`src/rtl/uart_tx_arb.sv`:
```
// Two-requester round-robin arbiter feeding a single UART transmitter.
// Grants one byte per frame, waits for tx_done (or a timeout), then enforces an inter-frame gap.
module uart_tx_arb #(
    parameter int GAP_CYCLES = 2,
    parameter int TIMEOUT    = 4095
) (
    input  logic       clk,
    input  logic       rst,
    input  logic       req0,
    input  logic [7:0] din0,
    output logic       gnt0,
    input  logic       req1,
    input  logic [7:0] din1,
    output logic       gnt1,
    output logic       tx_start,
    output logic [7:0] tx_din,
    input  logic       tx_done,
    output logic       busy,
    output logic       owner,
    input  logic       clr_err,
    output logic       timeout_err
);

    localparam logic [11:0] TIMEOUT_CNT = 12'(TIMEOUT);
    localparam logic [7:0]  GAP_LAST    = 8'(GAP_CYCLES - 1);

    typedef enum logic [1:0] {
        IDLE  = 2'd0,
        START = 2'd1,
        BUSY  = 2'd2,
        GAP   = 2'd3
    } state_t;

    state_t      state_q;
    logic [11:0] busy_cnt_q;
    logic [7:0]  gap_cnt_q;
    logic        gnt0_q;
    logic        gnt1_q;
    logic        tx_start_q;
    logic [7:0]  tx_din_q;
    logic        busy_q;
    logic        owner_q;
    logic        err_q;

    // On a tie the requester that did not win last time gets the grant.
    logic win_d;
    assign win_d = (req0 && req1) ? ~owner_q : req1;

    always_ff @(posedge clk or posedge rst) begin
        if (rst) begin
            state_q    <= IDLE;
            busy_cnt_q <= 12'd0;
            gap_cnt_q  <= 8'd0;
            gnt0_q     <= 1'b0;
            gnt1_q     <= 1'b0;
            tx_start_q <= 1'b0;
            tx_din_q   <= 8'h00;
            busy_q     <= 1'b0;
            owner_q    <= 1'b1;
            err_q      <= 1'b0;
        end else begin
            gnt0_q     <= 1'b0;
            gnt1_q     <= 1'b0;
            tx_start_q <= 1'b0;
            if (clr_err) begin
                err_q <= 1'b0;
            end
            case (state_q)
                IDLE: begin
                    if (req0 || req1) begin
                        state_q    <= START;
                        owner_q    <= win_d;
                        tx_din_q   <= win_d ? din1 : din0;
                        gnt0_q     <= ~win_d;
                        gnt1_q     <= win_d;
                        tx_start_q <= 1'b1;
                        busy_q     <= 1'b1;
                    end
                end
                START: begin
                    state_q    <= BUSY;
                    busy_cnt_q <= 12'd1;
                end
                BUSY: begin
                    // A tx_done arriving on the timeout cycle still counts as a clean finish.
                    if (tx_done || busy_cnt_q == TIMEOUT_CNT) begin
                        if (!tx_done) begin
                            err_q <= 1'b1;
                        end
                        busy_cnt_q <= 12'd0;
                        if (GAP_CYCLES == 0) begin
                            state_q <= IDLE;
                            busy_q  <= 1'b0;
                        end else begin
                            state_q   <= GAP;
                            gap_cnt_q <= GAP_LAST;
                        end
                    end else begin
                        busy_cnt_q <= busy_cnt_q + 12'd1;
                    end
                end
                GAP: begin
                    if (gap_cnt_q == 8'd0) begin
                        state_q <= IDLE;
                        busy_q  <= 1'b0;
                    end else begin
                        gap_cnt_q <= gap_cnt_q - 8'd1;
                    end
                end
                default: begin
                    state_q <= IDLE;
                    busy_q  <= 1'b0;
                end
            endcase
        end
    end

    assign gnt0        = gnt0_q;
    assign gnt1        = gnt1_q;
    assign tx_start    = tx_start_q;
    assign tx_din      = tx_din_q;
    assign busy        = busy_q;
    assign owner       = owner_q;
    assign timeout_err = err_q;

endmodule

```
`config.mk`:
```
export PLATFORM = sky130hd
export DESIGN_NAME = uart_tx_arb
export DESIGN_NICKNAME = d
export VERILOG_FILES = /design/src/rtl/uart_tx_arb.sv
export SDC_FILE = /design/constraint.sdc
export NUM_CORES = 1
export LEC_CHECK = 0
export ABC_AREA = 1
export BUFFER_PORTS_ARGS = -buffer_cell sky130_fd_sc_hd__buf_2
export CAP_MARGIN = 20
export CORE_MARGIN = 8
export CORE_UTILIZATION = 35
export DETAILED_ROUTE_END_ITERATION = 16
export GPL_ROUTABILITY_DRIVEN = 0
export PLACE_DENSITY_LB_ADDON = 0.25
export RECOVER_POWER = 25
export REMOVE_ABC_BUFFERS = 1
export SYNTH_ARGS = -nofsm -noshare
export SYNTH_HDL_FRONTEND = slang
export SYNTH_SLANG_ARGS = --single-unit
```
`constraint.sdc`:
```
create_clock -name clk -period 2 [get_ports clk]
set_input_delay 0.2 -clock clk [delete_from_list [all_inputs] [get_ports clk]]
set_output_delay 0.2 -clock clk [all_outputs]
set_load 0.1 [all_outputs]
```
# [After elaboration in Yosys (flattened, before gate mapping)]
# Cells that the tools add are included.
[classes] mux=24 bitwise=2 add_sub_neg=2 n_eq_ne=8 n_reduce_logical=12
[ops] op="two-way mux 8 bit" n=3
[ops] op="case mux 12 bit (2 select lines)" n=1
[ops] op="case mux 8 bit (2 select lines)" n=1
[ops] op="two-way mux 1 bit" n=13
[ops] op="adder 12 x 1 -> 12 bit, second input constant" n=1
[ops] op="== test 12 bit, second input constant" n=1
[ops] op="two-way mux 12 bit" n=1
[ops] op="AND reduction 3 bit" n=3
[ops] op="zero test 8 bit" n=1
[ops] op="inequality test 2 bit, second input constant" n=4
[ops] op="case mux 2 bit (4 select lines)" n=1
[ops] op="subtractor 8 x 1 -> 8 bit, second input constant" n=1
[ops] op="two-way mux 2 bit" n=3
[ops] op="nonzero test 2 bit" n=3
[ops] op="== test 2 bit, second input constant" n=2
[ops] op="== test 2 x 1 -> 1 bit, second input constant" n=1
[ops] op="zero test 2 bit" n=1
[ops] op="logical OR 1 bit" n=2
[ops] op="inverter 1 bit" n=2
[ops] op="case mux 1 bit (2 select lines)" n=1
[ops] op="AND reduction 2 bit" n=1
[ops] op="logical AND 1 bit" n=1
[totals] in_bits=22 output_inout_bits=14 elab_cells=58 reg_bits=36

# [Logic depth before layout (Yosys ltp)]
# Gate-level depths: netlist of the first run.
[depth] ltp_word=5 depth_mapped=9

# [Least setup slack after synthesis of the first run]
# Ideal clock, no wire load.
[synth_timing] path_type="register to register" startpoint="reg owner_q (netlist: owner)" endpoint="reg tx_din_q[3] (netlist: tx_din[3])" setup_ns=0.126 path_stages_with_launch=8 synth_period_minus_slack_ns=1.556 required_time_ns=1.874 n_path_buf=0 arrival_ns=1.430 path_slack_ns=0.444 path_cell_list="dfstp_2 -> nand2_1 -> nand2_1 -> inv_1 -> nand2_1 -> inv_1 -> nand2_1 -> nand3_1"
[synth_between] elab_chain_cells=3
[synth_rtl] item="from (decl)" line="42" rtl="logic owner_q;"
[synth_rtl] item="from (signal assigned)" line="72" rtl="owner_q <= win_d;"
[synth_rtl] item="inverter 1 bit" line="47" rtl="assign win_d = (req0 && req1) ? ~owner_q : req1;"
[synth_rtl] item="two-way mux 1 bit" line="47"
[synth_rtl] item="two-way mux 8 bit" line="73" rtl="tx_din_q <= win_d ? din1 : din0;"
[synth_rtl] item="to (signal assigned)" line="73"
[synth_rtl] item="to (decl)" line="40" rtl="logic [7:0] tx_din_q;"
# Every way passes these cells.
# A chain may end at the register's enable or synchronous reset.

# [Final worst setup path of the first run]
[layout_timing] startpoint="reg state_q[1]" endpoint="reg busy_cnt_q[10]"
[layout_between] elab_chain_cells=2 word_cells_on_any_way=4 classes_between="eq/ne (2); mux (1); reduce/logical (1)"
[layout_rtl] item="from (decl)" line="34" rtl="state_t state_q;"
[layout_rtl] item="from (signal assigned)" line="51" rtl="state_q <= IDLE;"
[layout_rtl] item="from (signal assigned)" line="71" rtl="state_q <= START;"
[layout_rtl] item="from (signal assigned)" line="81" rtl="state_q <= BUSY;"
[layout_rtl] item="== test 2 bit / == test 2 x 1 -> 1 bit (equally long branches)" line="68" rtl="case (state_q)"
[layout_rtl] item="case mux 12 bit (2 select lines) / nonzero test 2 bit (equally long branches)"
[layout_rtl] item="to (signal assigned)" line="99" rtl="busy_cnt_q <= busy_cnt_q + 12'd1;"
[layout_rtl] item="to (decl)" line="35" rtl="logic [11:0] busy_cnt_q;"
# Several ways; a longest one is shown, not always the timed one.

==> results of run 1 <==
layout make-up:
cell class,instances,area [sq um]
Fill cell,561,3100
Sequential cell,36,902
Multi-Input combinational cell,171,875
Timing Repair Buffer,36,180
Inverter,30,113
Tap cell,72,90.1
Clock buffer,6,72.6
Clock inverter,2,35.0
cell families after synthesis:
| family | count (synthesis) | share of synthesized area |
|---|---|---|
| compound gates | 19 | 0.0573 |
| xor+xnor | 9 | 0.0415 |
| fa+ha+maj | 6 | 0.0395 |
| buf+inv | 31 | 0.0652 |
| flops | 36 | 0.475 |
| simple gates | 137 | 0.322 |
state kept, by name (all words and copies together), names as in the netlist, 2 cells and up:
name        flops
busy_cnt_q     12
gap_cnt_q       8
state_q         2
tx_din          8
stage by stage:
step                      total power, mW  cells  setup slack (ns)  area, sq um
after floorplan                      2.97    237             0.444         1890
after global placement               3.37    345             0.451         2160
after detailed placement             3.39    345             0.383         2160
after CTS                            4.02    353             0.389         2270
after global routing                 4.28    353             0.191         2270
final                                3.97    353             0.381         2270
worst max-delay path by stage:
stage,from,end,slack [ns],depth (start not counted)
after floorplan,owner$_DFFE_PP1P_,tx_din[3]$_DFFE_PP0P_,0.44,7
after global placement,busy_cnt_q[0]$_DFFE_PP0P_,busy_cnt_q[7]$_DFFE_PP0P_,0.45,8
after detailed placement,state_q[1]$_DFFE_PP0P_,busy_cnt_q[10]$_DFFE_PP0P_,0.38,7
after CTS,state_q[1]$_DFFE_PP0P_,busy_cnt_q[10]$_DFFE_PP0P_,0.39,7
after global routing,state_q[0]$_DFFE_PP0P_,busy_cnt_q[10]$_DFFE_PP0P_,0.19,7
final,state_q[1]$_DFFE_PP0P_,busy_cnt_q[10]$_DFFE_PP0P_,0.38,7
worst register-to-register path: cells and delay by family (launching register included):
kind	cells	cell delay, ns
simple gates	3	0.40
flops	1	0.39
fa+ha+maj	1	0.38
buf+inv	2	0.19
compound gates	1	0.17
power by group through the flow:
stage,Sequential [mW],Clock [mW],Combinational (mW)
after floorplan,1.99,0,0.974
after global placement,1.13,0,2.24
after detailed placement,1.12,0,2.27
after CTS,1.11,0.642,2.27
after global routing,1.15,0.674,2.46
final,1.11,0.619,2.24
cells in the final DEF (no fill, tap or decap):
cell type | netlist | layout
sky130_fd_sc_hd__ha_1 | 6 | 6
sky130_fd_sc_hd__nor2_2 | 5 | 5
sky130_fd_sc_hd__dfrtp_1 | 35 | 35
sky130_fd_sc_hd__o21ai_0 | 15 | 15
sky130_fd_sc_hd__clkinv_2 | 0 | 1
sky130_fd_sc_hd__clkinv_1 | 1 | 1
sky130_fd_sc_hd__nand2_4 | 1 | 1
sky130_fd_sc_hd__clkbuf_2 | 0 | 1
sky130_fd_sc_hd__nand4_1 | 6 | 6
sky130_fd_sc_hd__o22ai_1 | 2 | 2
sky130_fd_sc_hd__inv_2 | 1 | 1
sky130_fd_sc_hd__nand2_2 | 5 | 5
sky130_fd_sc_hd__nand3_1 | 17 | 17
sky130_fd_sc_hd__nor2_1 | 29 | 29
sky130_fd_sc_hd__nor2_4 | 2 | 2
sky130_fd_sc_hd__a21oi_1 | 1 | 1
sky130_fd_sc_hd__inv_1 | 28 | 28
sky130_fd_sc_hd__bufinv_16 | 0 | 1
sky130_fd_sc_hd__xor2_1 | 6 | 6
sky130_fd_sc_hd__nand2_1 | 68 | 68
sky130_fd_sc_hd__nand3_2 | 1 | 1
sky130_fd_sc_hd__dfstp_2 | 1 | 1
sky130_fd_sc_hd__clkbuf_8 | 0 | 5
sky130_fd_sc_hd__clkbuf_1 | 0 | 1
sky130_fd_sc_hd__nand3b_1 | 1 | 1
sky130_fd_sc_hd__o21ai_4 | 1 | 1
sky130_fd_sc_hd__or2_2 | 1 | 1
sky130_fd_sc_hd__nor3_1 | 1 | 1
sky130_fd_sc_hd__xnor2_1 | 3 | 3
sky130_fd_sc_hd__buf_2 | 0 | 35
per-layer routing:
layer / global-route usage / vias up / wire length, microns
met4: 0.0498 / 0 / 73
met5: 0 / - / 0
met2: 0.191 / 17 / 1900
met3: 0.0255 / 7 / 96
met1: 0.129 / 740 / 1840
li1: - / 827 / -
==> flow_metrics.py, run 1 <==
metrics = {
    "critical_path": {
        "cpPeakStageDelay_ns": 0.39,
        "worstSetupPathType": "flop to flop",
        "worst_setup_path_start_kind": "flop",
        "critical_path_peak_fanout": 6,
        "r2r_cells": 7,
        "crit_path_cell_trace": "inv_1 > ha_1 > inv_1 > nor2_1 > nand3_1 > o21ai_0 > nor2_1",
        "reg2reg_setup_slack_ns": 0.38,
        "crit_buf_inv": 2,
        "cp.arrival_ns": 1.80,
        "crit_slowest_cell": "sky130_fd_sc_hd__dfrtp_1",
        "timing.rr.end": "busy_cnt_q[10]$_DFFE_PP0P_",
        "largest_delay_contributor_family_on_the_critical_path": "simple AND/OR/NAND/NOR gates",
        "critical_path.endpoint_type": "flop",
        "reg_to_reg_start": "state_q[1]$_DFFE_PP0P_",
        "critPathRequiredTime_ns": 2.18,
    },
    "synthesis": {
        "list_of_most_frequent_post_synthesis_cells": "sky130_fd_sc_hd__nand2_1, sky130_fd_sc_hd__dfrtp_1, sky130_fd_sc_hd__nor2_1, sky130_fd_sc_hd__inv_1, sky130_fd_sc_hd__nand3_1",
        "yosys.cell_count.top_type": "sky130_fd_sc_hd__nand2_1",
        "syn-cell-area_sq_mm": 0.00190,
        "synth_seq_cells": 36,
        "synth_edf_count": 0,
        "synth.top_cells.by_area": "sky130_fd_sc_hd__dfrtp_1, sky130_fd_sc_hd__nand2_1, sky130_fd_sc_hd__nor2_1, sky130_fd_sc_hd__inv_1, sky130_fd_sc_hd__nand3_1",
        "synth_warnings": 0,
        "post_synth.cell_area_avg_sq_um": 7.99,
        "post_synth_num_cell_types": 25,
        "synth_flop_cell": "sky130_fd_sc_hd__dfrtp_1",
        "synthesis.instances": 238,
        "post-synth-top-area-fraction": 0.461,
        "async_flop_share": 1.00,
        "synth_top_area_cell": "sky130_fd_sc_hd__dfrtp_1",
        "fraction_of_the_yosys_area_taken_by_sequential_cells": 0.475,
    },
    "floorplan": {
        "num_rows": 27,
        "number_of_primary_i_o_pins": 36,
        "die_w_microns": 89.7,
        "die_height_microns": 89.7,
        "core-area_sq_mm": 0.00537,
        "start_util": 0.354,
        "dieArea_sq_mm": 0.00804,
    },
    "sta": {
        "rsz_0062_raised_after_global_routing": "false",
        "timing.setup.tns_ns": 0,
        "final_count_of_pins_violating_max_slew": 0,
        "finalSetupViolations": 0,
        "final_cycle_utilization_of_the_critical_path": 0.810,
        "timing.max_slew.rel_slack": 0.430,
        "worst-slew-pin-transition_ns": 0.855,
        "max_clock_freq_mhz": 618,
        "report.final.hold_viol_count": 0,
        "hold-worst-slack_ns": 0.0990,
        "worst_clock_skew_ns": 0.00821,
        "min_period_ns": 1.62,
    },
    "clocking": {
        "postCtsSetupRepairBufs": 0,
        "cts_tree": "yes",
        "cts_max_path_buffers": 2,
        "post_cts_resized": 0,
        "cts_made_buffers": 5,
        "clock_insertion_delay_worst_skew_ns": 0.28,
        "clk_transition_reported_paths_ns": 0.07,
        "postCtsHoldBufs": 0,
        "clock_sink_count": 36,
        "cts_root_buffer": "sky130_fd_sc_hd__clkbuf_8",
        "h_tree_level_count": 2,
    },
    "global_routing": {
        "global_route.overflow_total": 0,
        "grt.total_usage": 0.111,
        "antenna_found_initial": 0,
        "grt_pass1_vias": 1572,
        "grt_pass1_wl_microns": 6880,
        "grt_max_degree": 37,
    },
    "final_layout": {
        "fin_nets": 308,
        "antenna_cells": 0,
        "utilization": 0.422,
        "area_growth_syn_to_layout_pct": 19.3,
        "layout-drive-gt1-share": 0.217,
    },
    "power_and_ir_drop": {
        "sequentialPowerShare": 0.280,
        "switching_power_mw": 2.13,
        "intPower_mw": 1.84,
        "max_rail_drop_vdd_mv": 1.03,
        "fraction_of_power_consumed_by_the_clock_network": 0.156,
        "power.share.switching": 0.536,
        "power.leakage_nw": 1.16,
        "combinationalPowerShare": 0.565,
        "p_per_area_mw_per_mm2": 1750,
    },
    "routing": {
        "drt-initial-drc-count": 49,
        "post_drt_via_cell_ratio": 4.51,
        "routedWlPerCell_microns": 11.1,
        "drcViolationCount": 0,
        "detailedRoute.firstPassIterationCount": 4,
        "drt.antenna.violating_nets": 0,
        "route.vias.total": 1591,
        "total_length_of_routed_wires_microns": 3910,
    },
    "placed_design": {
        "portBuffers": 35,
        "dp.final_hpwl_microns": 3040,
    },
    "flow_run": {
        "drv_cap": 0,
    },
    "worst_hold_path": {
        "min_to": "timeout_err$_DFF_PP0_",
        "min_path_cells": 2,
        "min-delay-start": "clr_err",
        "hold_class": "input pin to flop",
    },
    "status": {
        "run_status": "completed",
    },
}
Note: power is estimated with default switching activity, not from simulation.
==> run 2: changes to the inputs <==
clock period = 1.5 ns   (was 2 ns; I/O delays follow)
==> run 2 against run 1 <==
Compared with the run above:
- worst setup slack got worse by 0.34 ns
- sequential cell count unchanged
- highest routed layer unchanged
- first-iteration DRC count increased by 4.1%
- sequential power grew 33%
==> flow_metrics.py, run 2 (synthesis results as in run 1) <==
metrics = {
    "sta": {
        "final_cycle_utilization_of_the_critical_path": 0.971,
        "timing.setup.tns_ns": 0,
        "worst_clock_skew_ns": 0.00751,
        "hold-worst-slack_ns": 0.0405,
        "finalSetupViolations": 0,
        "min_period_ns": 1.46,
        "worst-slew-pin-transition_ns": 0.888,
        "rsz_0062_raised_after_global_routing": "true",
        "final_count_of_pins_violating_max_slew": 0,
        "max_clock_freq_mhz": 687,
        "timing.max_slew.rel_slack": 0.408,
        "report.final.hold_viol_count": 0,
    },
    "clocking": {
        "cts_root_buffer": "sky130_fd_sc_hd__clkbuf_8",
        "clock_sink_count": 36,
        "h_tree_level_count": 2,
        "cts_max_path_buffers": 2,
        "cts_made_buffers": 5,
        "clock_insertion_delay_worst_skew_ns": 0.28,
        "cts_tree": "yes",
        "clk_transition_reported_paths_ns": 0.07,
    },
    "power_and_ir_drop": {
        "power.leakage_nw": 1.27,
        "max_rail_drop_vdd_mv": 1.32,
        "p_per_area_mw_per_mm2": 2280,
    },
    "flow_run": {
        "drv_cap": 0,
    },
    "global_routing": {
        "grt_pass1_wl_microns": 7450,
        "gr-max-usage-layer": "met2",
        "antenna_found_initial": 0,
        "grt_pass1_vias": 1686,
        "grtUsageMet1": 0.143,
        "global_route.usage.met2": 0.201,
        "global_route.usage.met3": 0.0209,
        "grt.total_usage": 0.118,
        "grt_max_degree": 37,
        "global_route.overflow_total": 0,
    },
    "final_layout": {
        "layout.cells.most_common": "sky130_fd_sc_hd__nand2_1",
        "final.fill_count": 519,
        "design_area_sq_mm": 0.00253,
        "mostFrequentLayoutCells": "sky130_fd_sc_hd__nand2_1, sky130_fd_sc_hd__dfrtp_1, sky130_fd_sc_hd__buf_2, sky130_fd_sc_hd__nor2_1, sky130_fd_sc_hd__inv_1",
        "largest_register": "busy_cnt_q",
        "layoutNonFillerInstCount": 376,
        "antenna_cells": 0,
        "layout-drive-gt1-share": 0.319,
        "area_growth_syn_to_layout_pct": 33.2,
        "largest_reg_flops": 12,
        "fin_nets": 331,
    },
    "critical_path": {
        "crit_path_cell_trace": "inv_2 > ha_4 > nand2_4 > nor2_4 > nand2_4 > nor2_4 > xnor2_2 > nor2_1",
        "timing.rr.end": "busy_cnt_q[5]$_DFFE_PP0P_",
        "crit_slowest_cell": "sky130_fd_sc_hd__dfrtp_1",
        "critPathRequiredTime_ns": 1.67,
        "worstSetupPathType": "flop to flop",
        "cpPeakStageDelay_ns": 0.40,
        "cp.arrival_ns": 1.63,
        "crit_path_start": "state_q[1]$_DFFE_PP0P_",
        "r2r_cells": 8,
        "worst_setup_path_start_kind": "flop",
        "reg_to_reg_start": "state_q[1]$_DFFE_PP0P_",
        "critical_path.endpoint_type": "flop",
        "reg2reg_setup_slack_ns": 0.04,
        "critical_path_peak_fanout": 5,
    },
    "placed_design": {
        "dp.final_hpwl_microns": 3220,
        "post_dp_cell_area_sq_mm": 0.00229,
        "placed_cells_incl_taps": 362,
        "portBuffers": 35,
    },
    "worst_hold_path": {
        "hold_class": "input pin to flop",
        "min_to": "timeout_err$_DFF_PP0_",
        "min_path_cells": 2,
        "min-delay-start": "clr_err",
    },
    "floorplan": {
        "core-area_sq_mm": 0.00537,
        "start_util": 0.354,
        "number_of_primary_i_o_pins": 36,
        "die_height_microns": 89.7,
        "die_w_microns": 89.7,
        "dieArea_sq_mm": 0.00804,
        "num_rows": 27,
    },
    "routing": {
        "routedWlPerCell_microns": 11.7,
        "post_drt_via_cell_ratio": 4.36,
        "drt-initial-drc-count": 51,
        "total_length_of_routed_wires_microns": 4390,
        "drcViolationCount": 0,
        "detailedRoute.firstPassIterationCount": 4,
        "route.vias.total": 1638,
        "drt.antenna.violating_nets": 0,
    },
    "status": {
        "run_status": "completed",
    },
}
[run 2: per-stage QoR]
step,setup slack [ns],utilization,power [mW]
2_1_floorplan,-0.0561,-,3.95
3_3_place_gp,0.0316,0.426,4.77
3_5_place_dp,-0.00617,0.426,4.79
4_1_cts,0.00732,0.447,5.53
5_1_grt,-0.0443,0.471,6.21
6_report,0.0435,0.471,5.78
[run 2: timing repair]
item | in CTS | in global routing
hold buffers | 1 | 0
setup buffers | 0 | 3
setup endpoints to repair | 8 | 31
gates resized for setup | 3 | 29
pin swaps | 0 | 13
cloned | 0 | 2
endpoints found under the hold margin | 35 | 0
[run 2: worst max-delay path: cells and delay by family, from the launching register on]
family                     cells  cell delay [ns]
xor gates and xnor gates       1             0.12
adders and majority gates      1             0.28
buffers and inverters          1             0.06
DFF                            1             0.40
and+or+nand+nor                5             0.48
[run 2: cell type report]
cell class                      instances  area (sq um)  area share
Tap cell                               72          90.1      0.0356
Inverter                               30           119      0.0470
Clock buffer                            7          76.3      0.0302
Timing Repair Buffer                   57           348       0.137
Timing Repair inverter                  1          7.51     0.00297
Clock inverter                          1          5.00     0.00198
Multi-Input combinational cell        172           983       0.389
Sequential cell                        36           902       0.356
[run 2: report_power, final]
part | switching, mW | internal [mW]
combinational | 2.56 | 1.08
clock | 0.330 | 0.326
sequential | 0.194 | 1.29
total | 3.09 | 2.69
[run 2: worst max-delay path by stage]
| stage | endpoint | slack (ns) |
|---|---|---|
| floorplan | tx_din[3]$_DFFE_PP0P_ | -0.06 |
| finish | busy_cnt_q[5]$_DFFE_PP0P_ | 0.04 |
| global placement | busy$_DFFE_PP0P_ | 0.03 |
| detailed placement | busy_cnt_q[10]$_DFFE_PP0P_ | -0.006 |
| global route | gap_cnt_q[6]$_DFFE_PP0P_ | -0.04 |
| CTS | busy_cnt_q[6]$_DFFE_PP0P_ | 0.007 |
[run 2: routing by layer]
metal	part of all wire	routed length, microns	vias up
met5	0	0	-
met1	0.47	2040	745
met4	0.0091	40	0
met3	0.020	87	2
li1	-	-	880
met2	0.50	2210	11
==> run 3: changes to the inputs <==
CELL_PAD_IN_SITES_DETAIL_PLACEMENT = 0   (was unset)
CELL_PAD_IN_SITES_GLOBAL_PLACEMENT = 1   (was unset)
==> run 3 against run 2 <==
Compared with the run above:
- via count increased by 2.2%
- sequential share of layout area hardly changed
- first-iteration DRC count is 7.8% higher
- non-clock buffer count unchanged
- register-to-register slack better by 0.03 ns
- critical path depth decreased by 1
- final area hardly changed
- combinational power fell by 3%
- final cell count fell by 0.27%
- clock-buffer cell count did not move
- maximum frequency grew 1.8%
- critical path type unchanged
==> flow_metrics.py, run 3 (synthesis results as in run 1) <==
metrics = {
    "status": {
        "run_status": "completed",
    },
    "worst_hold_path": {
        "min-delay-start": "clr_err",
        "min_to": "timeout_err$_DFF_PP0_",
        "min_path_cells": 2,
        "hold_class": "input pin to flop",
    },
    "placed_design": {
        "placed_cells_incl_taps": 360,
        "portBuffers": 35,
        "preCtsSetupSlack_ns": 0.00848,
        "dp.final_hpwl_microns": 3190,
        "post_dp_cell_area_sq_mm": 0.00227,
    },
    "routing": {
        "highest_layer_used_for_signal_routing": "met4",
        "routedWlPerCell_microns": 12.0,
        "met2WireLength_microns": 1930,
        "drt-initial-drc-count": 55,
        "total_length_of_routed_wires_microns": 4520,
        "detailedRoute.firstPassIterationCount": 6,
        "post_drt_via_cell_ratio": 4.46,
        "drt.antenna.violating_nets": 0,
        "route.met3.wl_microns": 263,
        "route.vias.total": 1674,
        "m1WireLength_microns": 2220,
        "drcViolationCount": 0,
    },
    "final_layout": {
        "mostFrequentLayoutCells": "sky130_fd_sc_hd__nand2_1, sky130_fd_sc_hd__dfrtp_1, sky130_fd_sc_hd__buf_2, sky130_fd_sc_hd__nor2_1, sky130_fd_sc_hd__inv_1",
        "utilization": 0.471,
        "largest_reg_flops": 12,
        "final.fill_count": 524,
        "largest_register": "busy_cnt_q",
        "fin_nets": 330,
        "layoutNonFillerInstCount": 375,
        "layout.cells.most_common": "sky130_fd_sc_hd__nand2_1",
        "design_area_sq_mm": 0.00253,
        "layout-drive-gt1-share": 0.310,
        "antenna_cells": 0,
        "area_growth_syn_to_layout_pct": 33.1,
    },
    "critical_path": {
        "reg_to_reg_start": "state_q[0]$_DFFE_PP0P_",
        "worstSetupPathType": "flop to flop",
        "cp.arrival_ns": 1.63,
        "timing.rr.end": "busy_cnt_q[1]$_DFFE_PP0P_",
        "r2r_cells": 7,
        "critical_path_peak_fanout": 5,
        "crit_path_start": "state_q[0]$_DFFE_PP0P_",
        "critical_path.endpoint_type": "flop",
        "reg2reg_setup_slack_ns": 0.07,
        "critPathRequiredTime_ns": 1.70,
        "worst_setup_path_start_kind": "flop",
    },
    "sta": {
        "final_count_of_pins_violating_max_slew": 0,
        "min_period_ns": 1.43,
        "worst-slew-pin-transition_ns": 0.917,
        "final_cycle_utilization_of_the_critical_path": 0.954,
        "max_clock_freq_mhz": 699,
        "finalSetupViolations": 0,
        "report.final.hold_viol_count": 0,
        "final_critical_path_setup_slack_ns": 0.0693,
        "timing.max_slew.rel_slack": 0.389,
        "worst_clock_skew_ns": 0.00398,
        "rsz_0062_raised_after_global_routing": "true",
    },
    "floorplan": {
        "dieArea_sq_mm": 0.00804,
        "core-area_sq_mm": 0.00537,
        "num_rows": 27,
        "start_util": 0.354,
        "die_w_microns": 89.7,
        "die_height_microns": 89.7,
        "number_of_primary_i_o_pins": 36,
    },
    "power_and_ir_drop": {
        "power.leakage_nw": 1.29,
        "max_rail_drop_vdd_mv": 1.49,
        "fraction_of_power_consumed_by_the_clock_network": 0.159,
        "combinationalPowerShare": 0.594,
        "sequentialPowerShare": 0.248,
        "switching_power_mw": 3.06,
        "p_per_area_mw_per_mm2": 2360,
        "power.share.switching": 0.513,
        "report.power.total_mw": 5.96,
        "intPower_mw": 2.90,
    },
    "clocking": {
        "cts_made_buffers": 5,
        "h_tree_level_count": 2,
        "cts_max_path_buffers": 2,
        "cts_tree": "yes",
        "cts_root_buffer": "sky130_fd_sc_hd__clkbuf_8",
        "clock_insertion_delay_worst_skew_ns": 0.29,
        "clk_transition_reported_paths_ns": 0.07,
        "clock_sink_count": 36,
    },
    "global_routing": {
        "grt_max_degree": 37,
        "antenna_found_initial": 0,
        "grt.total_usage": 0.119,
        "grt_pass1_vias": 1710,
        "global_route.overflow_total": 0,
        "grt_pass1_wl_microns": 7400,
    },
    "flow_run": {
        "drv_cap": 0,
    },
}
run 3: how the worst max path moves through the flow:
| stage | to | slack (ns) | cells after the start |
|---|---|---|---|
| 3_3_place_gp | gap_cnt_q[6]$_DFFE_PP0P_ | 0.05 | 8 |
| 4_1_cts | gap_cnt_q[6]$_DFFE_PP0P_ | 0.01 | 8 |
| 5_1_grt | busy_cnt_q[11]$_DFFE_PP0P_ | -0.02 | 9 |
| 3_5_place_dp | busy_cnt_q[10]$_DFFE_PP0P_ | 0.008 | 7 |
| 6_report | busy_cnt_q[1]$_DFFE_PP0P_ | 0.07 | 7 |
| 2_1_floorplan | tx_din[3]$_DFFE_PP0P_ | -0.06 | 7 |
run 3: what timing repair did:
item,CTS,global route
setup endpoints to repair,1,24
gates cloned,0,1
endpoints found under the hold margin,35,0
buffers inserted,0,5
hold buffers,1,0
gates resized for setup,1,18
pin swaps,0,7
run 3: power groups by stage:
| stage | combinational, mW | clock [mW] | sequential, mW |
|---|---|---|---|
| 5_1_grt | 3.85 | 1.02 | 1.51 |
| 4_1_cts | 3.34 | 0.975 | 1.47 |
| 3_3_place_gp | 3.30 | 0 | 1.48 |
| 6_report | 3.54 | 0.945 | 1.48 |
| 2_1_floorplan | 1.30 | 0 | 2.66 |
| 3_5_place_dp | 3.32 | 0 | 1.48 |
run 3: critical path, cell delays in order, from the launching register on:
cell and delay (ns):
sky130_fd_sc_hd__dfrtp_1 0.38, sky130_fd_sc_hd__inv_1 0.12, sky130_fd_sc_hd__ha_1 0.19, sky130_fd_sc_hd__inv_1 0.08, sky130_fd_sc_hd__nor2_4 0.14, sky130_fd_sc_hd__nand2_2 0.12, sky130_fd_sc_hd__buf_4 0.16, sky130_fd_sc_hd__o21ai_0 0.15
run 3: area by class of cell:
cell class,count,area (sq um),area share
multi-input combinational,172,956,0.378
inverter,30,115,0.0455
tap,72,90.1,0.0356
clock buffer,7,96.3,0.0381
sequential,36,902,0.357
clock inverter,1,30.0,0.0119
timing repair buffer,57,340,0.135
run 3: routing by layer:
metal / global-route usage / vias up
met1: 0.143 / 747
met2: 0.191 / 43
met3: 0.0419 / 8
met5: 0 / -
met4: 0.0498 / 0
li1: - / 876
run 3: through the flow:
stage	TNS [ns]	hold slack (ns)
floorplan	-0.224	0.249
global placement	0	0.286
detailed placement	0	0.289
CTS	0	0.0315
global route	-0.0384	0.0396
finish	0	0.0396
